**src/rtl/fpu_pkg.sv**
```systemverilog
// Shared constants and state encoding for the 16-bit FPU mantissa datapath.
package fpu_pkg;

  localparam int WIDTH      = 13;
  localparam int EXP_W      = 5;
  localparam int HIDDEN_BIT = WIDTH - 2;

  typedef enum logic [1:0] {
    IDLE = 2'd0,
    SUB  = 2'd1,
    NORM = 2'd2,
    DONE = 2'd3
  } state_e;

endpackage

```
**src/rtl/mant_sub_norm_ripple_sub.sv**
```systemverilog
// Combinational ripple subtractor: a + ~b + 1 through a chain of full-adder cells.
module ripple_sub #(
  parameter int WIDTH = 13
) (
  input  logic [WIDTH-1:0] a,
  input  logic [WIDTH-1:0] b,
  output logic [WIDTH-1:0] diff,
  output logic             borrow
);

  logic [WIDTH:0]   carry;
  logic [WIDTH-1:0] b_n;

  assign carry[0] = 1'b1;
  assign b_n      = ~b;

  for (genvar i = 0; i < WIDTH; i++) begin : g_fa
    assign diff[i]      = a[i] ^ b_n[i] ^ carry[i];
    assign carry[i + 1] = (a[i] & b_n[i]) | (carry[i] & (a[i] ^ b_n[i]));
  end

  // No carry out of the top cell means the subtraction borrowed (a < b).
  assign borrow = ~carry[WIDTH];

endmodule

```
**src/rtl/mant_sub_norm.sv**
```systemverilog
// Multi-cycle mantissa subtract (|a-b|) and one-bit-per-cycle left normalizer.
module mant_sub_norm
  import fpu_pkg::*;
#(
  parameter int WIDTH = fpu_pkg::WIDTH,
  parameter int EXP_W = fpu_pkg::EXP_W
) (
  input  logic             clk,
  input  logic             rst_n,
  input  logic             in_valid,
  output logic             in_ready,
  input  logic [WIDTH-1:0] a,
  input  logic [WIDTH-1:0] b,
  input  logic [EXP_W-1:0] exp_in,
  output logic             out_valid,
  input  logic             out_ready,
  output logic [WIDTH-1:0] diff,
  output logic [EXP_W-1:0] exp_out,
  output logic             neg,
  output logic             zero,
  output logic             underflow
);

  localparam int               HID       = WIDTH - 2;
  localparam logic [WIDTH-1:0] LOAD_MASK = {1'b0, {(WIDTH-1){1'b1}}};

  state_e           state_q, state_d;
  logic [WIDTH-1:0] a_q, a_d, b_q, b_d, mag_q, mag_d;
  logic [EXP_W-1:0] exp_q, exp_d;
  logic             neg_q, neg_d, zero_q, zero_d, uf_q, uf_d;

  logic [WIDTH-1:0] sub_diff, mag_abs;
  logic             sub_borrow;

  ripple_sub #(.WIDTH(WIDTH)) u_sub (
    .a      (a_q),
    .b      (b_q),
    .diff   (sub_diff),
    .borrow (sub_borrow)
  );

  assign mag_abs = sub_borrow ? ({WIDTH{1'b0}} - sub_diff) : sub_diff;

  always_comb begin
    // NOTE: every _d gets a hold default before the case so no path infers a latch.
    state_d = state_q;
    a_d     = a_q;
    b_d     = b_q;
    mag_d   = mag_q;
    exp_d   = exp_q;
    neg_d   = neg_q;
    zero_d  = zero_q;
    uf_d    = uf_q;
    unique case (state_q)
      IDLE: begin
        if (in_valid) begin
          a_d     = a & LOAD_MASK;
          b_d     = b & LOAD_MASK;
          exp_d   = exp_in;
          mag_d   = '0;
          neg_d   = 1'b0;
          zero_d  = 1'b0;
          uf_d    = 1'b0;
          state_d = SUB;
        end
      end
      SUB: begin
        if (mag_abs == '0) begin
          zero_d  = 1'b1;
          mag_d   = '0;
          exp_d   = '0;
          neg_d   = 1'b0;
          state_d = DONE;
        end else begin
          mag_d   = mag_abs;
          neg_d   = sub_borrow;
          state_d = NORM;
        end
      end
      NORM: begin
        if (mag_q[HID]) begin
          state_d = DONE;
        end else if (exp_q == '0) begin
          // Denormal: exponent exhausted, leave the magnitude unshifted.
          uf_d    = 1'b1;
          state_d = DONE;
        end else begin
          mag_d = mag_q << 1;
          exp_d = exp_q - 1'b1;
        end
      end
      DONE: begin
        if (out_ready) state_d = IDLE;
      end
      default: state_d = IDLE;
    endcase
  end

  // NOTE: state uses non-blocking assignments; reset clears datapath too so outputs read 0.
  always_ff @(posedge clk or negedge rst_n) begin
    if (!rst_n) begin
      state_q <= IDLE;
      a_q     <= '0;
      b_q     <= '0;
      mag_q   <= '0;
      exp_q   <= '0;
      neg_q   <= 1'b0;
      zero_q  <= 1'b0;
      uf_q    <= 1'b0;
    end else begin
      state_q <= state_d;
      a_q     <= a_d;
      b_q     <= b_d;
      mag_q   <= mag_d;
      exp_q   <= exp_d;
      neg_q   <= neg_d;
      zero_q  <= zero_d;
      uf_q    <= uf_d;
    end
  end

  assign in_ready  = (state_q == IDLE);
  assign out_valid = (state_q == DONE);
  assign diff      = mag_q;
  assign exp_out   = exp_q;
  assign neg       = neg_q;
  assign zero      = zero_q;
  assign underflow = uf_q;

endmodule

```
**config.mk**
```make
export PLATFORM = sky130hd
export DESIGN_NAME = mant_sub_norm
export DESIGN_NICKNAME = d
export VERILOG_FILES = /design/src/rtl/fpu_pkg.sv /design/src/rtl/mant_sub_norm_ripple_sub.sv /design/src/rtl/mant_sub_norm.sv
export SDC_FILE = /design/constraint.sdc
export NUM_CORES = 1
export LEC_CHECK = 0
export ABC_AREA = 1
export BUFFER_PORTS_ARGS = -buffer_cell sky130_fd_sc_hd__buf_2
export CAP_MARGIN = 40
export CORE_ASPECT_RATIO = 0.5
export CORE_MARGIN = 2
export CORE_UTILIZATION = 50
export DETAILED_ROUTE_END_ITERATION = 16
export PLACE_DENSITY_LB_ADDON = 0.05
export SLEW_MARGIN = 20
export SYNTH_ARGS = -nofsm -noshare
export SYNTH_HDL_FRONTEND = slang
export SYNTH_SLANG_ARGS = --single-unit
```
**constraint.sdc**
```tcl
create_clock -name clk -period 5.4 [get_ports clk]
set_clock_uncertainty 0.15 [all_clocks]
set_input_delay 0 -clock clk [delete_from_list [all_inputs] [get_ports clk]]
set_output_delay 0 -clock clk [all_outputs]
set_load 0.02 [all_outputs]
```
After elaboration in Yosys (flattened, before gate mapping). Cells that the tools add are included.

Flip-flop bits (word level): 47. Input bits: 35. Word-level logic and storage cells: 123. Output and inout port bits: 23.

Reductions and logical operators: 14. $add $sub $neg: 2. Eq/ne operators: 10. Bitwise gates (word level): 63. Mux-type cells: 25.

Operators with widths (count): two-way mux 13 bit (5); one-hot mux 13 bit (3 select lines) (1); bitwise AND 1 bit (24); XOR 1 bit (24); two-way mux 5 bit (4); one-hot mux 5 bit (3 select lines) (1); logical NOT 13 bit (1); inverter 12 -> 13 bit (1); subtractor 1 x 13 -> 13 bit, first input constant (1); OR 1 bit (12); inequality test 2 bit, second input constant (5); two-way mux 2 bit (4); one-hot mux 2 bit (4 select lines) (1); AND reduction 4 bit (2); two-way mux 1 bit (6); one-hot mux 1 bit (2 select lines) (3); AND reduction 2 bit (3); AND reduction 3 bit (2); logical NOT 5 bit (1); AND reduction 5 bit (1); subtractor 5 x 1 -> 5 bit, second input constant (1); == test 2 bit, second input constant (2); nonzero test 2 bit (2); inequality test 3 bit, second input constant (1); other kinds (5) (6).

Longest topological paths before layout. Gate-level depths: netlist of run 1.

Depth after elaboration: 31. Mapped depth: 31. Gate-level depth less buffers: 31.

Cells and area by module. Synthesis of run 1 repeated with hierarchy kept, for this count alone.

Cells, all modules: 332. Area, all modules: 2921.6 um2.

Modules (own cells, without submodules): mant_sub_norm (sequential area each 1176.1 um2, times used 1, cells an instance 292, area each 2567.5 um2); ripple_sub (sequential area each 0.0 um2, times used 1, cells an instance 40, area each 354.1 um2).

Worst setup path before layout of run 1. Ideal clock, no wire load.

Path type: register to register. From: register a_q[0]. To: register exp_q[2] (netlist: exp_out[2]). Arrival time: 5509 ps. Data required time: 5128 ps. Setup time: 122 ps. Buffers on the path: 1. Slack: -381 ps. Cell stages (with the launch flop): 32. Period minus slack after synthesis: 5781 ps. Cells stage by stage: dfrtp_1 -> inv_1 -> ha_1 -> inv_1 -> fa_1 -> fa_1 -> fa_1 -> inv_1 -> fa_1 -> inv_1 -> fa_1 -> fa_1 -> fa_1 -> inv_1 -> fa_1 -> inv_1 -> fa_1 -> fa_1 -> fa_1 -> inv_2 -> buf_4 -> nand2_1 -> nand3_1 -> nand2_1 -> inv_1 -> nand2_1 -> nor2_1 -> nand2_2 -> nand2_4 -> nand2_4 -> nand2_1 -> o21ai_2.

Longest elaborated chain between the ends: 30. Elaborated cells on any way between the ends: 44. Classes of those cells: 1 x add/sub; 1 x eq/ne; 1 x mux; 39 x bitwise; 2 x reduce/logical.

RTL lines: start, declared (RTL line mant_sub_norm.sv:28) `logic [WIDTH-1:0] a_q, a_d, b_q, b_d, mag_q, mag_d;`; start signal, assigned (RTL line mant_sub_norm.sv:103) `a_q <= '0;`; start signal, assigned (RTL line mant_sub_norm.sv:112) `a_q <= a_d;`; bitwise AND 1 bit or XOR 1 bit (tied branches) (RTL line mant_sub_norm_ripple_sub.sv:19, mant_sub_norm_ripple_sub.sv:18); OR 1 bit (RTL line mant_sub_norm_ripple_sub.sv:19) `assign carry[i + 1] = (a[i] & b_n[i]) | (carry[i] & (a[i] ^ b_n[i]));`; bitwise AND 1 bit (RTL line mant_sub_norm_ripple_sub.sv:19); OR 1 bit (RTL line mant_sub_norm_ripple_sub.sv:19); bitwise AND 1 bit (RTL line mant_sub_norm_ripple_sub.sv:19); OR 1 bit (RTL line mant_sub_norm_ripple_sub.sv:19); bitwise AND 1 bit (RTL line mant_sub_norm_ripple_sub.sv:19); OR 1 bit (RTL line mant_sub_norm_ripple_sub.sv:19); [14 not listed]; bitwise AND 1 bit (RTL line mant_sub_norm_ripple_sub.sv:19); OR 1 bit (RTL line mant_sub_norm_ripple_sub.sv:19); XOR 1 bit (RTL line mant_sub_norm_ripple_sub.sv:18) `assign diff[i] = a[i] ^ b_n[i] ^ carry[i];`; subtractor 1 x 13 -> 13 bit (RTL line mant_sub_norm.sv:42) `assign mag_abs = sub_borrow ? ({WIDTH{1'b0}} - sub_diff) : sub_diff;`; two-way mux 13 bit * (RTL line mant_sub_norm.sv:42); logical NOT 13 bit * (RTL line mant_sub_norm.sv:68) `if (mag_abs == '0) begin`; inequality test 2 bit (no line) *; AND reduction 5 bit (no line) *; end signal, assigned (RTL line mant_sub_norm.sv:115) `exp_q <= exp_d;`; end, declared (RTL line mant_sub_norm.sv:29) `logic [EXP_W-1:0] exp_q, exp_d;`.

Mark *: on every way between the ends. The rest lies on a longest branch, timed or not. A chain may end at the register's enable or synchronous reset.

Worst setup path in the final report of run 1.
From: register a_q[0]. To: register exp_q[4] (netlist: exp_out[4]).

Same word-level chain as after synthesis.

==> metrics.txt, run 1 <==
status=finished, violations left; failing checks=negative setup slack; worst slack at placement=-0.2595 ns; Setup WS post-layout=-0.2671 ns; number of CTS-inserted buffers=5; Worst Path Required=roughly 5.4 ns; Avg Cell Area, Syn=8.352 µm²; Sum Neg Setup Slack=-2.361 ns; CTS H-tree lvls=2; initial core utilization=52.02%; top-area cell type share of the netlist area=41.17%; net count after synthesis=396; gr usage total=between 20 and 25%; R2R Setup Slk=-0.27 ns; DR vias=around 2600; Ys Warns=0; critical-path maximum fanout=6; wire per inst=between 10 and 15 µm; Worst path slowest cell=fa_2; most frequent cells in the layout=64 x nand2_1, 55 x buf_2, 47 x dfrtp_1; post-synthesis cell area=2856 µm²; port buffer count=55; largest stage delay on the critical path=0.39 ns; filler cell count=a little over 400; max frequency=approximately 180 MHz; worst hold margin=~0.018 ns; Worst-path clk slew=0.06 ns; share of cells above drive strength 1=around a third; RSZ-0062 raised after global routing=true; CP endpoint kind=flip-flop; Detailed Route Iter0 Violations=approximately 150; maxcap violations=0; Fin. Hold Viols=0; DP HPWL=about 5000 µm; Yosys reg bits=47; Placer Congestion=about 0.86; dominant cell type by area after synthesis=dfrtp_1; Worst path most repeated cell=fa_2; Final period util=104.9%; Slew @ Worst Pin=0.6813 ns; root buf cell=clkbuf_16; Post-Synthesis Cells=around 340; deepest clock path buffer count=2; fin nets=around 510; initial antenna violation count=0; number of diodes=0; kind of critical path=reg -> reg; post-route minimum period=5.667 ns; Relative slew margins=between 50% and 60%; area grow syn2layout=41.04%; vias in the first global route=approximately 2600; critical path launch point type=flip-flop; CTS tree=built; Congestion Overflow GR=0; Synth area leaders=dfrtp_1 41%, nand2_1 9.9%, fa_1 7.7%, inv_1 7.0%, mux2_2 4.7%; final core utilization=around three quarters; die area=~6400 µm²; die height=about 57 µm; Routed Antenna Nets=0; number of distinct library cells after synthesis=29; max-slew violations=0; DRT Pass-1 Iters=4; # clock sinks=47; Post-Route WL=approximately 7000 µm; vias per cell=4.966; Core ar.=around 5500 µm²; sequential area share after synthesis=about two fifths; largest net degree at the start of global routing=38; # DRC=0; Ports=slightly below 60; row count=19; die width=around 110 µm; worst path arrival time=between 5 and 6 ns; first-pass GRT wire length=11650 µm; clock latency on the worst-skew pair=0.28 ns; worst hold-check path type=in -> reg; endpoints failing setup=12; commonest non-fill, non-tap cell in the layout=nand2_1
[sequential cells by signal, indices dropped and copies added (netlist names)]
name and cells:
diff 13, a_q 12, neg 1, state_q 2, zero 1, underflow 1
b_q 12, exp_out 5
[layout make-up]
cell class	count	area, µm²	area share (%)
Clock buffer	6	138.9	3.447
Clock inverter	2	35.03	0.8696
Inverter	58	222.7	5.528
Multi-Input combinational cell	231	1553	38.54
Sequential cell	47	1176	29.19
Tap cell	73	91.34	2.267
Timing Repair Buffer	111	812.0	20.16
[cell families (layout without fill, tap and decap cells)]
kind of cell	count (synthesis)	count (layout)	share of synthesized area, %
xor+xnor	4	4	1.227
fa+ha+maj	19	19	11.21
mux	12	12	4.731
buf+inv	64	177	8.541
compound gates	56	56	11.52
flops	47	47	41.17
simple gates	140	140	21.59
[final timing paths]
kind	cells after the start	to	from
setup reg to reg	33	exp_out[4]	a_q[0]
min in group asynchronous	2	diff[4]	rst_n
hold reg to reg	2	zero	zero
setup / recovery	33	exp_out[4]	a_q[0]
hold / removal	6	state_q[1]	out_ready
max in group asynchronous	3	b_q[7]	rst_n
[Yosys cell counts, drive strengths merged]
cell and instances:
nand2 81, inv 58, dfrtp 47, nor2 38, o21ai 23, nand3 20, a21oi 15, mux2 12
fa 11, o22ai 9, ha 8, clkbuf 4, a22oi 3, o31ai 3, a22o 2, buf 2
xnor2 2, xor2 2, a2bb2oi 1, or2 1
[what timing repair did]
item | in CTS | in global routing
hold endpoints to repair | 56 | 0
hold buffers | 31 | 0
resized for setup | 3 | 39
setup buffers | 0 | 9
endpoints found under the setup margin | 11 | 21
pin swaps | 4 | 8
[stage by stage]
stage          instances  instance area [µm²]
5_1_grt              528                 4029
3_3_place_gp         480                 3349
6_report             528                 4029
3_5_place_dp         481                 3377
4_1_cts              520                 3872
2_1_floorplan        342                 2889
[worst max-delay path: cells and delay by family (launching register included)]
family	cells	cell delay, ns
adders and majority gates	12	3.60
buffers and inverters	10	0.73
DFF	1	0.37
and+or+nand+nor	11	0.71
[layer usage]
layer	wire length (µm)	vias up	track usage (%)
li1	-	1315	-
met1	3179	1211	30.21
met2	3324	87	39.35
met3	466	9	4.676
met4	37	0	4.464
met5	0	-	0
Power of run 1 is left out: the tool's default activity adds up to more than one toggle a clock period on the data nets, which glitch-free logic cannot reach.
==> run 2, diff against run 1 <==
Settings changed: PLACE_DENSITY_LB_ADDON 0.05 to 0.1.
==> metrics.txt, run 2 (same netlist as run 1, synthesis figures left out) <==
failing checks=negative setup slack; share of cells above drive strength 1=36.04%; DR vias=between 2000 and 3000; Post-Route WL=about 7000 µm; post-route minimum period=roughly 5.7 ns; status=finished, violations left; max frequency=176.0 MHz; Fin. Hold Viols=0; worst hold-check path type=in -> reg; Routed Antenna Nets=0; Worst-path clk slew=0.06 ns; Placed Instances=just under 500; clock latency on the worst-skew pair=around 0.28 ns; CP endpoint kind=flip-flop; Final period util=105.2%; kind of critical path=reg -> reg; gr usage total=~22%; vias per cell=4.973; root buf cell=clkbuf_16; Buf/Inv on CP=7; die area=around 6400 µm²; Placer Congestion=about 0.85; met1 Resource Use GR=between 30% and 40%; CTS H-tree lvls=2; Worst path slowest cell=fa_2; CTS tree=built; DP HPWL=around 5100 µm; Congestion Overflow GR=0; DRT Pass-1 Iters=4; Worst Path Required=5.42 ns; hold path endpoint=state_q[1]; die width=110.9 µm; number of CTS-inserted buffers=5; Setup WS post-layout=-0.2804 ns; hold depth=6; Reg2Reg Launch Point=a_q[0]; Detailed Route Iter0 Violations=about 160; Slew @ Worst Pin=0.5437 ns; most frequent cells in the layout=60 x nand2_1, 55 x buf_2, 47 x dfrtp_1; worst path arrival time=5.70 ns; maxcap violations=0; RSZ-0062 raised after global routing=true; FF+latch area=approximately 1200 µm²; area of the multi-input gates=1583 µm²; max reg flops=13; initial core utilization=~52%; Ports=between 50 and 60; Worst path most repeated cell=fa_2; largest stage delay on the critical path=around 0.56 ns; max-slew violations=0; worst reg2reg endpoint=exp_out[2]; row count=19; GRT Max-Usage Layer=met2; delay-heaviest family, CP=adder cells; # clock sinks=47; HP Start=out_ready; die height=57.45 µm; Non-Filler Instances=about 530; initial antenna violation count=0; first-pass GRT wire length=about 11000 µm; Sum Neg Setup Slack=-2.530 ns; worst slack at placement=-0.2838 ns; Relative slew margins=between 60% and 70%; number of diodes=0; largest net degree at the start of global routing=38; area grow syn2layout=41.96%; fin nets=just over 500; wire per inst=13.37 µm; R2R Setup Slk=-0.28 ns; endpoints failing setup=11; met2 Usage GRT=a little under two fifths; filler cell count=about 420; deepest clock path buffer count=2; vias in the first global route=2454; Core ar.=5492 µm²; # DRC=0; commonest non-fill, non-tap cell in the layout=nand2_1; critical-path maximum fanout=8; reg2reg path depth=31; GR Layer Usage met3=~5.3%; critical path launch point type=flip-flop; port buffer count=55
==> run 2: cell counts in the layout (fill, tap and decap cells not counted) <==
Identical to the previous run, type by type.
==> run 2: stage by stage <==
step / utilization (%) / cell area, µm² / hold slack [ns]
floorplan: - / 2889 / -0.4456
global placement: 60.99 / 3349 / 0.07765
detailed placement: 61.36 / 3369 / -0.1347
CTS: 70.38 / 3865 / 0.05817
global route: 73.84 / 4055 / 0.05915
finish: 73.84 / 4055 / 0.06111
==> run 2: tightest hold or removal path, delay by kind of cell <==
kind,cells,cell delay (ns)
simple gates,2,0.17
buf+inv,2,0.12
compound gates,2,0.14
==> run 2: area by class of cell <==
cell class | count | area share, %
Sequential cell | 47 | 29.00
Inverter | 58 | 5.492
Clock buffer | 6 | 3.425
Timing Repair Buffer | 111 | 19.93
Clock inverter | 2 | 0.8639
Multi-Input combinational cell | 231 | 39.03
Tap cell | 73 | 2.252
==> run 2: routing by layer <==
layer | vias to the layer above | wire length [µm] | part of all wire [%]
met5 | - | 0 | 0
met4 | 0 | 57 | 0.81
met3 | 8 | 385 | 5.5
met1 | 1228 | 3305 | 47
met2 | 81 | 3312 | 47
li1 | 1309 | - | -
==> run 2: what timing repair did <==
action,in CTS,in global routing
gates resized for setup,3,49
setup endpoints to repair,14,21
pin swaps,3,8
endpoints found under the hold margin,77,0
buffers inserted,0,8
cloned,0,0
hold buffers,31,0
==> run 2: worst max-delay path by stage <==
| stage | startpoint | to | slack [ns] | depth (start not counted) |
|---|---|---|---|---|
| after floorplan | a_q[0] | exp_out[2] | -0.03 | 31 |
| after global placement | a_q[0] | exp_out[2] | -0.19 | 31 |
| after detailed placement | a_q[0] | exp_out[2] | -0.28 | 30 |
| after CTS | a_q[0] | exp_out[1] | -0.27 | 31 |
| after global routing | a_q[0] | zero | -0.50 | 31 |
| final | a_q[0] | exp_out[2] | -0.28 | 31 |
Power of run 2 is left out for the same reason.
